==> src/rtl/psram_spi_arbiter.sv <==
// psram_spi_arbiter
//   Owns a 64 Mbit serial PSRAM (SPI mode 0, single-bit SIO0/SIO1) from power-up.
//   After reset it waits PWRUP_CYCLES, then sends Reset Enable (0x66) and Reset (0x99).
//   Each command is followed by a ce_n-high gap.
//   It then serves single-byte reads (0x03) and writes (0x02) for two requesters, which
//   share the device round-robin.
//
// Ports
//   sys_clk, sys_reset_n      clock, asynchronous active-low reset
//   req_valid/we/addr/wdata   per-port request; port i uses addr[23*i+:23], wdata[8*i+:8]
//   req_ready[1:0]            one-cycle grant pulse; request fields latched this cycle
//   rsp_valid[1:0]            one-cycle pulse on completion of a read for that port
//   rsp_rdata[7:0]            read byte, held until the next read completes
//   init_done                 high once the device reset sequence has been sent
//   ce_n, sclk, mosi, miso    PSRAM pads
module psram_spi_arbiter #(
  parameter int PWRUP_CYCLES   = 4050,
  parameter int CE_HIGH_CYCLES = 2
) (
  input  logic        sys_clk,
  input  logic        sys_reset_n,
  input  logic [1:0]  req_valid,
  input  logic [1:0]  req_we,
  input  logic [45:0] req_addr,
  input  logic [15:0] req_wdata,
  output logic [1:0]  req_ready,
  output logic [1:0]  rsp_valid,
  output logic [7:0]  rsp_rdata,
  output logic        init_done,
  output logic        ce_n,
  output logic        sclk,
  output logic        mosi,
  input  logic        miso
);

  localparam int CNT_MAX = (PWRUP_CYCLES > CE_HIGH_CYCLES) ? PWRUP_CYCLES : CE_HIGH_CYCLES;
  localparam int CNT_W   = $clog2(CNT_MAX + 1);
  localparam logic [CNT_W-1:0] PWRUP_LOAD = CNT_W'(PWRUP_CYCLES - 1);
  localparam logic [CNT_W-1:0] GAP_LOAD   = CNT_W'(CE_HIGH_CYCLES - 1);

  typedef enum logic [3:0] {
    S_PWRUP, S_RSTEN, S_GAP1, S_RST, S_GAP2,
    S_IDLE, S_CMD, S_ADDR, S_DATA, S_GAPX
  } state_t;

  state_t           state_q, state_d;
  logic [CNT_W-1:0] cnt_q, cnt_d;
  logic [4:0]       bit_cnt_q, bit_cnt_d;
  logic             phase_q, phase_d;
  logic             port_q, port_d;
  logic             we_q, we_d;
  logic             rr_last_q, rr_last_d;
  logic             init_done_q, init_done_d;
  logic [1:0]       rsp_valid_q, rsp_valid_d;
  logic [7:0]       rsp_rdata_q, rsp_rdata_d;
  logic [39:0]      tx_q, tx_d;
  logic [7:0]       rx_q, rx_d;

  logic             in_frame;
  logic             last_bit;
  logic             gnt;

  // ce_n is low exactly while a command frame is being clocked out.
  assign in_frame = (state_q == S_RSTEN) || (state_q == S_RST) || (state_q == S_CMD) ||
                    (state_q == S_ADDR)  || (state_q == S_DATA);
  // Phase 1 of the final bit of the current state's field.
  assign last_bit = in_frame && phase_q && (bit_cnt_q == 5'd0);

  assign ce_n      = ~in_frame;
  assign sclk      = in_frame & phase_q;
  assign mosi      = in_frame & tx_q[39];
  assign init_done = init_done_q;
  assign rsp_valid = rsp_valid_q;
  assign rsp_rdata = rsp_rdata_q;

  always_comb begin
    state_d     = state_q;
    cnt_d       = cnt_q;
    bit_cnt_d   = bit_cnt_q;
    phase_d     = phase_q;
    port_d      = port_q;
    we_d        = we_q;
    rr_last_d   = rr_last_q;
    init_done_d = init_done_q;
    rsp_valid_d = 2'b00;
    rsp_rdata_d = rsp_rdata_q;
    tx_d        = tx_q;
    rx_d        = rx_q;
    req_ready   = 2'b00;
    gnt         = 1'b0;

    // Shared bit engine: mosi changes with phase 0, miso is captured on the
    // edge that closes phase 1, and the next bit is shifted up at that edge.
    if (in_frame) begin
      phase_d = ~phase_q;
      if (phase_q) begin
        tx_d      = {tx_q[38:0], 1'b0};
        rx_d      = {rx_q[6:0], miso};
        bit_cnt_d = bit_cnt_q - 5'd1;
      end
    end

    case (state_q)
      S_PWRUP: begin
        if (cnt_q == '0) begin
          state_d   = S_RSTEN;
          tx_d      = {8'h66, 32'h0};
          bit_cnt_d = 5'd7;
          phase_d   = 1'b0;
        end else begin
          cnt_d = cnt_q - CNT_W'(1);
        end
      end
      S_RSTEN: begin
        if (last_bit) begin
          state_d = S_GAP1;
          cnt_d   = GAP_LOAD;
        end
      end
      S_GAP1: begin
        if (cnt_q == '0) begin
          state_d   = S_RST;
          tx_d      = {8'h99, 32'h0};
          bit_cnt_d = 5'd7;
          phase_d   = 1'b0;
        end else begin
          cnt_d = cnt_q - CNT_W'(1);
        end
      end
      S_RST: begin
        if (last_bit) begin
          state_d = S_GAP2;
          cnt_d   = GAP_LOAD;
        end
      end
      S_GAP2: begin
        if (cnt_q == '0) begin
          state_d     = S_IDLE;
          init_done_d = 1'b1;
        end else begin
          cnt_d = cnt_q - CNT_W'(1);
        end
      end
      S_IDLE: begin
        if (init_done_q && (req_valid != 2'b00)) begin
          // On a tie the port that did not win last time is served.
          if (req_valid == 2'b11) gnt = ~rr_last_q;
          else                    gnt = req_valid[1];
          req_ready = gnt ? 2'b10 : 2'b01;
          port_d    = gnt;
          rr_last_d = gnt;
          we_d      = req_we[gnt];
          // Whole frame preloaded: command, 24-bit address (bit 23 = 0), data.
          tx_d      = {(req_we[gnt] ? 8'h02 : 8'h03), 1'b0,
                       (gnt ? req_addr[45:23] : req_addr[22:0]),
                       (gnt ? req_wdata[15:8] : req_wdata[7:0])};
          bit_cnt_d = 5'd7;
          phase_d   = 1'b0;
          state_d   = S_CMD;
        end
      end
      S_CMD: begin
        if (last_bit) begin
          state_d   = S_ADDR;
          bit_cnt_d = 5'd23;
        end
      end
      S_ADDR: begin
        if (last_bit) begin
          state_d   = S_DATA;
          bit_cnt_d = 5'd7;
        end
      end
      S_DATA: begin
        if (last_bit) begin
          state_d = S_GAPX;
          cnt_d   = GAP_LOAD;
          if (!we_q) begin
            rsp_valid_d = port_q ? 2'b10 : 2'b01;
            rsp_rdata_d = {rx_q[6:0], miso};
          end
        end
      end
      S_GAPX: begin
        if (cnt_q == '0) begin
          state_d = S_IDLE;
        end else begin
          cnt_d = cnt_q - CNT_W'(1);
        end
      end
      default: state_d = S_PWRUP;
    endcase
  end

  always_ff @(posedge sys_clk or negedge sys_reset_n) begin
    if (!sys_reset_n) begin
      state_q     <= S_PWRUP;
      cnt_q       <= PWRUP_LOAD;
      bit_cnt_q   <= 5'd0;
      phase_q     <= 1'b0;
      port_q      <= 1'b0;
      we_q        <= 1'b0;
      rr_last_q   <= 1'b1;
      init_done_q <= 1'b0;
      rsp_valid_q <= 2'b00;
      rsp_rdata_q <= 8'h00;
    end else begin
      state_q     <= state_d;
      cnt_q       <= cnt_d;
      bit_cnt_q   <= bit_cnt_d;
      phase_q     <= phase_d;
      port_q      <= port_d;
      we_q        <= we_d;
      rr_last_q   <= rr_last_d;
      init_done_q <= init_done_d;
      rsp_valid_q <= rsp_valid_d;
      rsp_rdata_q <= rsp_rdata_d;
    end
  end

  // Shift registers only carry data; every output using them is gated by state.
  always_ff @(posedge sys_clk) begin
    tx_q <= tx_d;
    rx_q <= rx_d;
  end

endmodule

==> config.mk <==
export PLATFORM = sky130hd
export DESIGN_NAME = psram_spi_arbiter
export DESIGN_NICKNAME = d
export VERILOG_FILES = /design/src/rtl/psram_spi_arbiter.sv
export SDC_FILE = /design/constraint.sdc
export NUM_CORES = 1
export LEC_CHECK = 0
export CORE_UTILIZATION = 40
export CTS_CLUSTER_SIZE = 30
export DETAILED_ROUTE_END_ITERATION = 16
export GPL_ROUTABILITY_DRIVEN = 0
export PLACE_DENSITY = 0.68
export SLEW_MARGIN = 10
export SYNTH_ARGS = -nofsm -noshare
export SYNTH_HDL_FRONTEND = slang
export SYNTH_SLANG_ARGS = --single-unit
export TNS_END_PERCENT = 100
==> constraint.sdc <==
create_clock -name sys_clk -period 2.8 [get_ports sys_clk]
set_input_delay 0.42 -clock sys_clk [delete_from_list [all_inputs] [get_ports sys_clk]]
set_output_delay 0.42 -clock sys_clk [all_outputs]
set_load 0.005 [all_outputs]
==> reports/qor.yml <==
power_and_ir_drop:
  p_seq_share_pct: 52.5
  swShare_pct: 21.19
  intPower_mw: 1.810
  p_clk_share_pct: 42.6
  leakage_nw: 2.246
  total_power_mw: 2.297
  p_switching_mw: 0.4866
  ir_drop_uv: 291.9
  p_comb_share_pct: 4.9
  powerDensity_nw_per_um2: 443.2
drt:
  first_pass_iters: 4
  vias: 3145
  drc_errors: 0
  via_per_inst: 5.242
  wl_um: 8299
  ant_nets: 0
  wl_per_cell_um: 13.83
  drt_iter0_markers: 207
timing:
  setup_violations: 0
  setup_tns_ns: 0
  hold_viol: 0
  finalCriticalPeriod_ns: 2.712
  clock.fmax_mhz: 368.7
  skew_ns: 0.009721
  fin_crit_sh_pct: 96.86
  slew_headroom_pct: 64.99
  slew_viol_final: 0
  rsz0062_at_grt: "no"
  worst_pin_slew_ns: 0.5231
floorplanning:
  rows: 35
  core-area_um2: 9371
  die_w_um: 100.9
  die_h_um: 100.9
  initial_core_util_pct: 41.79
  num_io_pins: 85
  die-area_um2: 10190
place:
  dpl-instance-area_um2: 4920
  dp.cells: 580
  hpwlAfterDp_um: 5996
  placement.io_buffers: 84
critical_path:
  path_max_fanout: 8
  rr_worst_depth: 5
  crit_required_ns: 2.38
  critPathKind: "flop to primary output"
  critPathLaunch: "state_q[0]"
  reg2reg_to: "tx_q[6]"
  crit_path_end: "sclk"
  startpoint_type: "flop"
  cp_data_arrival_time_ns: 2.29
  endpoint_kind: "primary output"
  r2r_slack_ns: 0.40
  rr_startpoint: "cnt_q[3]"
global_routing:
  grt_max_degree: 37
  grt_usage_pct: 17.82
  grt_pass1_wl_um: 14160
  grt_overflow: 0
  grt_pass1_vias: 2943
  antenna_found_initial: 0
clock_network:
  hold_buffers: 0
  cts_buffers: 9
  clockBufferDepth: 2
  path_clk_slew_ns: 0.09
  cts.root.buffer_cell: "clkbuf_8"
  insertion_delay_ns: 0.36
  cts_tree: "yes"
  cts_sinks: 83
  htreeDepth: 3
final_layout:
  drive_gt1_share_pct: 14.65
  nets: 538
  utilization_pct: 55.29
  area_delta_synth_final_pct: 32.30
  diodes: 0
  final_area_um2: 5181
  final_cells: 600
synth:
  netlist_top_cells_count: "40 x dfxtp_1, 39 x mux2i_1, 35 x o21ai_0"
  synth-edff-count: 7
  synth_flop_cell: "dfxtp_1"
  synthXorXnorAreaFrac_pct: 1.789
  synth.distinct_cells: 62
  synthArstFlopShare_pct: 43.37
  synth_compound_area_share_pct: 18.37
  yosys.area_share.adder_pct: 0.9585
  avgSynthCellArea_um2: 10.44
  yosysMostFrequentCell: "dfxtp_1"
  syn-num-nets: 447
  syn_area_um2: 3916
  synth_top_family_by_area: "compound AO/OA/AOI/OAI gates"
  synthSimpleGateAreaFrac_pct: 13.39
  synth_seq_area_share_pct: 49.11
  synth_top_area_share_pct: 20.45
  yosysTopAreaCell: "dfxtp_1"
  ys_warn_count: 0
  synth_cells: 375
  synth.area.top_cells: "dfxtp_1 20%, dfrtp_1 17%, mux2i_1 10%, dfstp_2 6.0%, a22oi_1 5.9%"
  synth_mux_area_share_pct: 12.56
  ys_ff_latch: 83
flow_run:
  max_cap_violations: 0
run_status:
  status: "finished, final reports clean"
min_path:
  min-delay-path-class: "flop to flop"
==> timing repair <==
item,in CTS,in global routing
cloned,0,0
endpoints found under the hold margin,0,0
endpoints found under the setup margin,2,2
resized for setup,1,0
setup buffers,0,4
==> registers in the layout, summed over array words and instances (netlist names) <==
signal / flops
rr_last_q: 1
init_done: 1
cnt_q: 12
port_q: 1
we_q: 1
rx_q: 7
rsp_valid: 2
bit_cnt_q: 5
tx_q: 40
state_q: 4
rsp_rdata: 8
phase_q: 1
==> layout make-up <==
type	instances	area (um^2)
fill	879	4190
sequential	83	1924
multi-input combinational	261	1852
timing repair buffer	103	983.4
tap	129	161.4
clock buffer	9	123.9
clock inverter	7	106.4
inverter	8	30.03
==> how the worst min path moves through the flow <==
stage / start / depth (start not counted) / slack [ns] / endpoint
2_1_floorplan: sys_reset_n / 0 / 0.12 / bit_cnt_q[0]
3_3_place_gp: rx_q[1] / 0 / 0.43 / rx_q[2]
3_5_place_dp: rx_q[1] / 0 / 0.43 / rx_q[2]
4_1_cts: rx_q[1] / 0 / 0.45 / rx_q[2]
5_1_grt: rx_q[1] / 0 / 0.45 / rx_q[2]
6_report: rx_q[1] / 0 / 0.45 / rx_q[2]
==> logic make-up (layout without fill, tap and decap cells) <==
logic type      Yosys count  in the layout
compound gates          112            112
xor+xnor                  8              8
flops                    83             83
mux                      48             48
simple gates             90             90
buf+inv                  31            127
fa+ha+maj                 3              3
==> stage by stage <==
step | setup WS (ns) | hold slack (ns)
CTS | 0.03707 | 0.4489
floorplan | 0.04891 | 0.1244
global route | 0.005551 | 0.4507
detailed placement | 0.3154 | 0.4344
finish | 0.08797 | 0.4543
global placement | 0.3535 | 0.4263
==> routing by layer <==
layer / global-route usage, % / vias to the layer above / wire length, um
li1: - / 1581 / -
met1: 24.67 / 1498 / 3952
met2: 27.45 / 59 / 3976
met3: 3.675 / 7 / 284
met4: 6.689 / 0 / 86
met5: 0 / - / 0
==> worst max-delay path: stages (launching register included) <==
cell and delay [ns]:
dfrtp_1 0.39, or4b_4 0.56, nand3_1 0.13, ha_2 0.19, buf_4 0.16, clkdlybuf4s50_1 0.51
==> layout by cell type, fill, tap and decap left out, drive strengths merged, types with 11 or more instances in the layout <==
cell / n
clkdlybuf4s50: 84
o21ai: 41
dfxtp: 40
mux2i: 39
a22oi: 31
dfrtp: 27
nand2: 25
buf: 19
nor2: 19
inv: 12
a21oi: 11
==> power by group through the flow <==
stage / registers (mW) / logic [mW] / clock network, mW
floorplan: 1.23 / 0.00440 / 0
global placement: 1.23 / 0.113 / 0
detailed placement: 1.23 / 0.115 / 0
CTS: 1.20 / 0.115 / 1.01
global route: 1.21 / 0.122 / 1.06
finish: 1.20 / 0.113 / 0.979
No activity file was read; power rests on OpenSTA's default activity.
